===== config.mk =====
export PLATFORM = sky130hd
export DESIGN_NAME = cpu_step_controller
export DESIGN_NICKNAME = d
export VERILOG_FILES = /design/src/rtl/cpu_ctrl_pkg.sv /design/src/rtl/key_debounce.sv /design/src/rtl/cpu_step_controller.sv
export SDC_FILE = /design/constraint.sdc
export NUM_CORES = 1
export LEC_CHECK = 0
export CAP_MARGIN = 20
export CORE_ASPECT_RATIO = 1.2
export CORE_UTILIZATION = 57
export CTS_BUF_LIST = sky130_fd_sc_hd__clkbuf_4 sky130_fd_sc_hd__clkbuf_8
export CTS_CLUSTER_SIZE = 30
export DETAILED_ROUTE_END_ITERATION = 10
export HOLD_SLACK_MARGIN = 0.06
export PLACE_DENSITY = 0.79
export SLEW_MARGIN = 40
export SYNTH_ARGS = -nofsm -noshare
export SYNTH_HDL_FRONTEND = slang
export SYNTH_SLANG_ARGS = --single-unit

===== constraint.sdc =====
create_clock -name clock -period 1.69 [get_ports clock]
set_input_delay 0.169 -clock clock [delete_from_list [all_inputs] [get_ports clock]]
set_output_delay 0.169 -clock clock [all_outputs]
set_load 0.01 [all_outputs]

===== src/rtl/cpu_ctrl_pkg.sv =====
// Shared types and constants for the processor step controller and its key debouncers.
package cpu_ctrl_pkg;

    typedef enum logic [1:0] {
        RUN,
        WAIT_PRESS,
        WAIT_RELEASE,
        HALT
    } step_state_t;

    localparam logic [5:0] IN_OPCODE  = 6'b011110;
    localparam logic [5:0] HLT_OPCODE = 6'b011111;

    // Bits needed to count 0..n-1, never less than one bit.
    function automatic int count_width(input int n);
        return (n <= 2) ? 1 : $clog2(n);
    endfunction

endpackage


===== src/rtl/key_debounce.sv =====
// Synchronises an active-low push button and accepts a new level only after it has
// been stable for DEB_CYCLES consecutive clocks; emits one-cycle press/release events.
module key_debounce
    import cpu_ctrl_pkg::*;
#(
    parameter int DEB_CYCLES = 500000
) (
    input  logic clock,
    input  logic reset,
    input  logic key_n,
    output logic level,
    output logic press_evt,
    output logic release_evt
);

    localparam int CW = count_width(DEB_CYCLES);
    localparam logic [CW-1:0] CNT_LAST = CW'(DEB_CYCLES - 1);

    logic          sync_q1;
    logic          sync_q2;
    logic          sampled_pressed;
    logic [CW-1:0] stable_cnt;

    assign sampled_pressed = ~sync_q2;

    // Synchroniser flops reset to the released (high) pin level.
    always_ff @(posedge clock or negedge reset) begin
        if (!reset) begin
            sync_q1 <= 1'b1;
            sync_q2 <= 1'b1;
        end else begin
            sync_q1 <= key_n;
            sync_q2 <= sync_q1;
        end
    end

    always_ff @(posedge clock or negedge reset) begin
        if (!reset) begin
            stable_cnt  <= '0;
            level       <= 1'b0;
            press_evt   <= 1'b0;
            release_evt <= 1'b0;
        end else begin
            press_evt   <= 1'b0;
            release_evt <= 1'b0;
            if (sampled_pressed == level) begin
                stable_cnt <= '0;
            end else if (stable_cnt == CNT_LAST) begin
                stable_cnt  <= '0;
                level       <= sampled_pressed;
                press_evt   <= sampled_pressed;
                release_evt <= ~sampled_pressed;
            end else begin
                stable_cnt <= stable_cnt + 1'b1;
            end
        end
    end

endmodule


===== src/rtl/cpu_step_controller.sv =====
// Generates the processor step enable: free-running divider, stalls for operator input,
// halts on HLT, and debounces the interruption key. `define STEP_MODE_EN adds step_mode.
module cpu_step_controller #(
    parameter int         DIV        = 25000000,
    parameter int         DEB_CYCLES = 500000,
    parameter logic [5:0] IN_OPCODE  = cpu_ctrl_pkg::IN_OPCODE,
    parameter logic [5:0] HLT_OPCODE = cpu_ctrl_pkg::HLT_OPCODE
) (
    input  logic       clock,
    input  logic       reset,
    input  logic       enter,
    input  logic       interruption,
    input  logic [5:0] opcode,
`ifdef STEP_MODE_EN
    input  logic       step_mode,
`endif
    output logic       clk_en,
    output logic       int_pulse,
    output logic       waiting_input,
    output logic       halted
);

    import cpu_ctrl_pkg::*;

    localparam int DW = count_width(DIV);
    localparam logic [DW-1:0] TICK_COUNT = DW'(DIV - 1);

    step_state_t   state;
    step_state_t   state_next;
    logic [DW-1:0] count;
    logic [DW-1:0] count_next;
    logic          tick;
    logic          stall_op;
    logic          clk_en_next;

    logic enter_level;
    logic enter_press;
    logic enter_release;
    logic int_level;
    logic int_press;
    logic int_release;
    logic unused_key_status;

    key_debounce #(
        .DEB_CYCLES (DEB_CYCLES)
    ) u_enter_debounce (
        .clock       (clock),
        .reset       (reset),
        .key_n       (enter),
        .level       (enter_level),
        .press_evt   (enter_press),
        .release_evt (enter_release)
    );

    key_debounce #(
        .DEB_CYCLES (DEB_CYCLES)
    ) u_int_debounce (
        .clock       (clock),
        .reset       (reset),
        .key_n       (interruption),
        .level       (int_level),
        .press_evt   (int_press),
        .release_evt (int_release)
    );

    assign unused_key_status = enter_level ^ int_level ^ int_release;

    assign tick = (count == TICK_COUNT);

    // Single-stepping treats every RUN instruction like an input instruction.
`ifdef STEP_MODE_EN
    assign stall_op = (opcode == IN_OPCODE) || step_mode;
`else
    assign stall_op = (opcode == IN_OPCODE);
`endif

    always_comb begin
        state_next  = state;
        count_next  = '0;
        clk_en_next = 1'b0;
        case (state)
            RUN: begin
                if (tick) begin
                    if (opcode == HLT_OPCODE) begin
                        state_next = HALT;
                    end else if (stall_op) begin
                        state_next = WAIT_PRESS;
                    end else begin
                        clk_en_next = 1'b1;
                    end
                end else begin
                    count_next = count + 1'b1;
                end
            end
            WAIT_PRESS: begin
                if (enter_press) begin
                    clk_en_next = 1'b1;
                    state_next  = WAIT_RELEASE;
                end
            end
            WAIT_RELEASE: begin
                if (enter_release) begin
                    state_next = RUN;
                end
            end
            HALT: begin
                if (int_press) begin
                    state_next = RUN;
                end
            end
            default: begin
                state_next = RUN;
            end
        endcase
    end

    // Status outputs follow the next state so they line up with the state register.
    always_ff @(posedge clock or negedge reset) begin
        if (!reset) begin
            state         <= RUN;
            count         <= '0;
            clk_en        <= 1'b0;
            int_pulse     <= 1'b0;
            waiting_input <= 1'b0;
            halted        <= 1'b0;
        end else begin
            state         <= state_next;
            count         <= count_next;
            clk_en        <= clk_en_next;
            int_pulse     <= int_press;
            waiting_input <= (state_next == WAIT_PRESS) || (state_next == WAIT_RELEASE);
            halted        <= (state_next == HALT);
        end
    end

endmodule


* After elaboration in Yosys (flattened, before gate mapping)
Cells that the tools add are included.
** Operators by class
- Equal/unequal tests :: 13
- Muxes and demuxes :: 24
- Add/subtract/negate cells :: 3
- Bitwise gates (word level) :: 4
- Reduce and logical (&&, ||, !) cells :: 4
** Operators with widths (number)
- $mux 19 :: 4
- $mux 25 :: 2
- $add 19x1->19 const B :: 2
- $eq 19x19->1 const B :: 2
- $add 25x1->25 const B :: 1
- $eq 25x25->1 const B :: 1
- $eq 6x5->1 const B :: 2
- $mux 2 :: 6
- $mux 1 :: 10
- $eq 2x2->1 const B :: 4
- $pmux 2 s4 :: 1
- $eq 2x1->1 const B :: 2
- $not 1->1 :: 4
- $reduce_and 2->1 :: 2
- $eq 1x1->1 :: 2
- $logic_not 2->1 :: 1
- $pmux 1 s2 :: 1
- $logic_or 1x1->1 :: 1
** Storage, ports and cells
- Bits in registers :: 78
- Input bits :: 10
- Output and inout bits :: 4
- Logic and storage cells :: 65

* Depth between registers and ports, before layout
- Depth in word-level cells :: 7
- Depth in mapped cells :: 7
- Mapped depth without buffers :: 6

* By module
Synthesis repeated with hierarchy kept, for this count alone.
** Unflattened totals
- Cells, all modules :: 378
- Area, all modules :: 3836.2 µm²
** Modules (own cells, without submodules)
- cpu_step_controller :: instances 1, cells an instance 155, area an instance 1564.0 µm², seq. area each 775.7 µm²
- key_debounce (u_int_debounce) :: instances 1, cells an instance 114, area an instance 1143.6 µm², seq. area each 603.1 µm²
- key_debounce (u_enter_debounce) :: instances 1, cells an instance 109, area an instance 1128.6 µm², seq. area each 603.1 µm²

* Worst setup path before layout
Ideal clock, no wire load.
- Path type :: reg2reg
- Start point :: register u_enter_debounce.stable_cnt[0]
- End point :: register u_enter_debounce.stable_cnt[16]
- Arrival time :: 1.755 ns
- Setup slack :: -0.143 ns
- Period minus slack after synthesis :: 1.833 ns
- Setup time :: 0.078 ns
- Path buffers :: 0
- Required time :: 1.612 ns
- Stages on the path, launching flop included :: 6
- Path through :: dfrtp_1 -> ha_1 -> nand4_2 -> or3_4 -> or4_1 -> a21oi_1
** Between the ends
- Longest elaborated chain between the ends :: 3
- Elaborated cells on any way between the ends :: 4
- Those cells by class :: 1 x add/sub; 1 x eq/ne; 2 x mux
** Ends and longest elaborated chain
- start, declared :: line key_debounce.sv:22 : logic [CW-1:0] stable_cnt;
- start signal, assigned :: line key_debounce.sv:54 : stable_cnt <= stable_cnt + 1'b1;
- $add 19x1->19 or $eq 19x19->1 (tied branches) :: line key_debounce.sv:54, key_debounce.sv:48
- $mux 19 * :: line key_debounce.sv:48 : end else if (stable_cnt == CNT_LAST) begin
- $mux 19 * :: line key_debounce.sv:46 : if (sampled_pressed == level) begin
Every way passes the cells marked *; elsewhere a longest branch is shown, timed or not.
A chain may end at the register's enable or synchronous reset.

* Worst setup path after layout
- Start point :: register count[1]
- End point :: register waiting_input
** Between the ends
- Longest elaborated chain between the ends :: 5
- Elaborated cells on any way between the ends :: 6
- Those cells by class :: 3 x eq/ne; 2 x mux; 1 x reduce/logical
** Ends and longest elaborated chain
- start, declared :: line cpu_step_controller.sv:30 : logic [DW-1:0] count;
- start signal, assigned :: line cpu_step_controller.sv:128 : count <= count_next;
- $eq 25x25->1 * :: line cpu_step_controller.sv:68 : assign tick = (count == TICK_COUNT);
- $mux 2 * :: line cpu_step_controller.sv:83 : if (tick) begin
- $pmux 2 s4 * :: line cpu_step_controller.sv:81 : case (state)
- named net state_next[1] :: line cpu_step_controller.sv:29 : step_state_t state_next;
- $eq 2x1->1 or $eq 2x2->1 (tied branches) :: line cpu_step_controller.sv:131 : waiting_input <= (state_next == WAIT_PRESS) || (state_next == WAIT_RELEASE);
- $logic_or 1x1->1 * :: line cpu_step_controller.sv:131
- end signal, assigned :: line cpu_step_controller.sv:131
- end, declared :: line cpu_step_controller.sv:19 : output logic waiting_input,
The timed path passes the listed nets; every way through them passes the cells marked *.

==> results.yml <==
run_status:
  status: "complete, but fails checks"
  violations: "setup timing"
cells_and_area:
  multi_input_comb_area_mm2: 0.001962
  diodes: 0
  drive_gt1_share_pct: 32.39
  mostFrequentLayoutCells: "dfrtp_1 (70), buf_4 (63), nor2_1 (38)"
  seq_area_mm2: 0.001962
  final_common_cell: "dfrtp_1"
  fin_nets: 469
  area_delta_synth_final_pct: 29.65
  utilization_pct: 76.48
  fillers: 380
global_routing:
  grt_pass1_vias: 3092
  antenna_found_initial: 0
  grt_pass1_wl_um: 13920
  grt_max_degree: 34
  grt_overflow: 0
  track_usage_pct: 25.26
drt:
  drcViolationCount: 0
  num_vias: 3145
  ant_nets: 0
  viasPerCell: 5.771
  drt_iter0_drc: 153
  wl_per_cell_um: 15.77
  firstDrtPassIters: 7
  wl_um: 8594
power:
  power.total_mw: 3.351
  comb_power_share_pct: 4.5
  vdd_drop_max_uv: 538.9
  p_per_area_mw_per_mm2: 679.8
  p_seq_share_pct: 56.8
  switchingPower_mw: 0.7882
  switching_share_pct: 23.52
  internal-power_mw: 2.563
  p_leak_nw: 1.963
  clockPowerShare_pct: 38.8
timing:
  fmax_mhz: 570.1
  maxSlewHeadroom_pct: 70.41
  slew_violations: 0
  fin_ws_ns: -0.06423
  tightest_slew_ns: 0.4398
  period_minus_slack_ns: 1.754
  hold_viol: 0
  fin_hold_ws_ns: 0.2176
  rsz0062_at_grt: "yes"
  finalSetupViolations: 10
  post-route-period-util_pct: 103.8
  fin_skew_ns: 0.008990
setup_path:
  arrival_ns: 2.00
  end_kind: "register"
  r2r_start: "count[1]"
  start_kind: "register"
  path_max_fanout: 4
  reg2reg_depth: 6
  path_class: "register to register"
  regToRegSetupSlack_ns: -0.06
  r2r_end: "waiting_input"
  worstPathRequired_ns: 1.93
cts:
  path_clk_slew_ns: 0.08
  cts_tree: "done"
  cts_root_buf: "clkbuf_8"
  cts_sinks: 78
  clock_latency_ns: 0.35
  numCtsBuffers: 9
  clockBufferDepth: 2
  ctsHtreeMaxLevel: 3
worst_hold_path:
  hold_end: "u_enter_debounce.sync_q1"
  hold_depth: 1
  hold_start: "enter"
  hp-class: "input pin to register"
floorplan:
  chipHeight_um: 91.47
  die-area_mm2: 0.007003
  start_util_pct: 58.99
  die_x_um: 76.56
  fp-row-count: 32
  core_mm2: 0.006446
  io_pins: 14
yosys:
  synth_area_per_cell_um2: 10.22
  ys_warn_count: 0
  yosys.area_share.xor_xnor_pct: 8.523
  synth.distinct_cells: 43
  synth-simple-area-share_pct: 26.72
  syn_area_mm2: 0.003802
  synth-compound-area-share_pct: 9.082
  synth_nets: 386
  ys_seq_area_share_pct: 51.46
  synth_fa_ha_area_share_pct: 1.316
  ys_ff_latch: 78
  synth_top_family_by_area: "simple AND/OR/NAND/NOR gates"
  synthesis.instances: 372
  synthMuxAreaShare_pct: 0.5265
placed_design:
  dp_hpwl_um: 5598
  port_buffers: 13
  finalWeightedCongestion: 0.8699
flow_run:
  maxCapViolCount: 0
[cell usage after synthesis (all sizes together)]
cell,count,area share [%]
nand3,19,2.9
or3,15,2.6
nor2,45,4.4
nor3,5,0.66
o21ai,15,2.0
dfrtp,74,49
and4b,1,0.26
nor2b,3,0.49
nor3b,1,0.20
nor4bb,1,0.26
and2,5,0.82
and3,4,0.66
nand4,19,3.6
ha,4,1.3
xnor2,21,4.8
or4,12,2.6
a31o,1,0.23
nor4b,1,0.23
a21oi,23,3.1
buf,6,1.0
dfstp,4,2.8
xor2,16,3.7
clkbuf,3,0.36
and4,8,1.8
or4b,3,0.89
inv,10,0.99
a21bo,1,0.26
nand2,25,2.5
o31ai,14,3.5
mux2i,2,0.53
nor4,10,1.6
or2,1,0.16
[worst max path at each step]
stage                              startpoint                              end  slack [ns]  cells past startpoint
2_1_floorplan    u_int_debounce.stable_cnt[7]    u_int_debounce.stable_cnt[14]      -0.008                      4
3_3_place_gp                         count[1]                    waiting_input       -0.02                      6
3_5_place_dp                         count[1]                        count[22]       -0.06                      5
4_1_cts        u_enter_debounce.stable_cnt[7]  u_enter_debounce.stable_cnt[17]       -0.03                      4
5_1_grt                              count[1]                    waiting_input       -0.14                      6
6_report                             count[1]                    waiting_input       -0.06                      6
[layout make-up]
cell class / count / share of cell area (%)
tap: 85 / 2.157
multi-input combinational: 275 / 39.80
clock buffer: 11 / 3.071
timing repair buffer: 81 / 13.73
inverter: 10 / 0.7614
sequential: 78 / 39.80
clock inverter: 5 / 0.6853
[power by group through the flow]
stage | clock [mW] | combinational [mW] | sequential [mW]
after global placement | 0 | 0.128 | 1.94
after floorplan | 0 | 0.0451 | 1.94
after detailed placement | 0 | 0.131 | 1.94
final | 1.30 | 0.150 | 1.90
after CTS | 1.32 | 0.141 | 1.90
after global routing | 1.41 | 0.168 | 1.90
[registers in the layout, summed over array words and instances, names as in the netlist, 2 cells and up]
signal	flops
count	25
state	2
u_enter_debounce.stable_cnt	19
u_int_debounce.stable_cnt	19
[kinds of logic (layout without fill, tap and decap cells)]
logic type | Yosys count | in the layout
fa+ha+maj | 4 | 4
xor+xnor | 37 | 37
buf+inv | 19 | 107
simple gates | 178 | 178
mux | 2 | 2
flops | 78 | 78
compound gates | 54 | 54
[metrics by stage]
step           std cells  setup WS, ns  TNS (ns)  instance area [µm²]
6_report             545      -0.06423   -0.2468                 4930
5_1_grt              545       -0.1355    -1.463                 4930
4_1_cts              537      -0.02892  -0.04749                 4712
3_5_place_dp         513      -0.05800   -0.2657                 4433
3_3_place_gp         513      -0.02216  -0.02705                 4433
2_1_floorplan        372     -0.008303   -0.1268                 3846
[metal layers]
layer	global-route usage (%)	vias to the layer above	routed length, µm
met5	0	-	0
met4	10.42	0	151
met3	4.322	21	256
met2	42.64	69	4427
met1	32.09	1539	3758
li1	-	1516	-
[worst max-delay path, cell delays in order, from the launching register on]
cell and delay [ns]:
dfrtp_1 0.36, ha_2 0.18, and4_4 0.25, nand4_1 0.16
nor3_2 0.27, a31o_2 0.23, ha_4 0.20
[timing repair]
action	in CTS	in global routing
setup buffers	7	7
gates resized for setup	9	42
endpoints found under the hold margin	27	0
pin swaps	6	24
hold buffers	1	0
cloned	0	1
endpoints found under the setup margin	13	40
No activity file was read; power rests on OpenSTA's default activity.
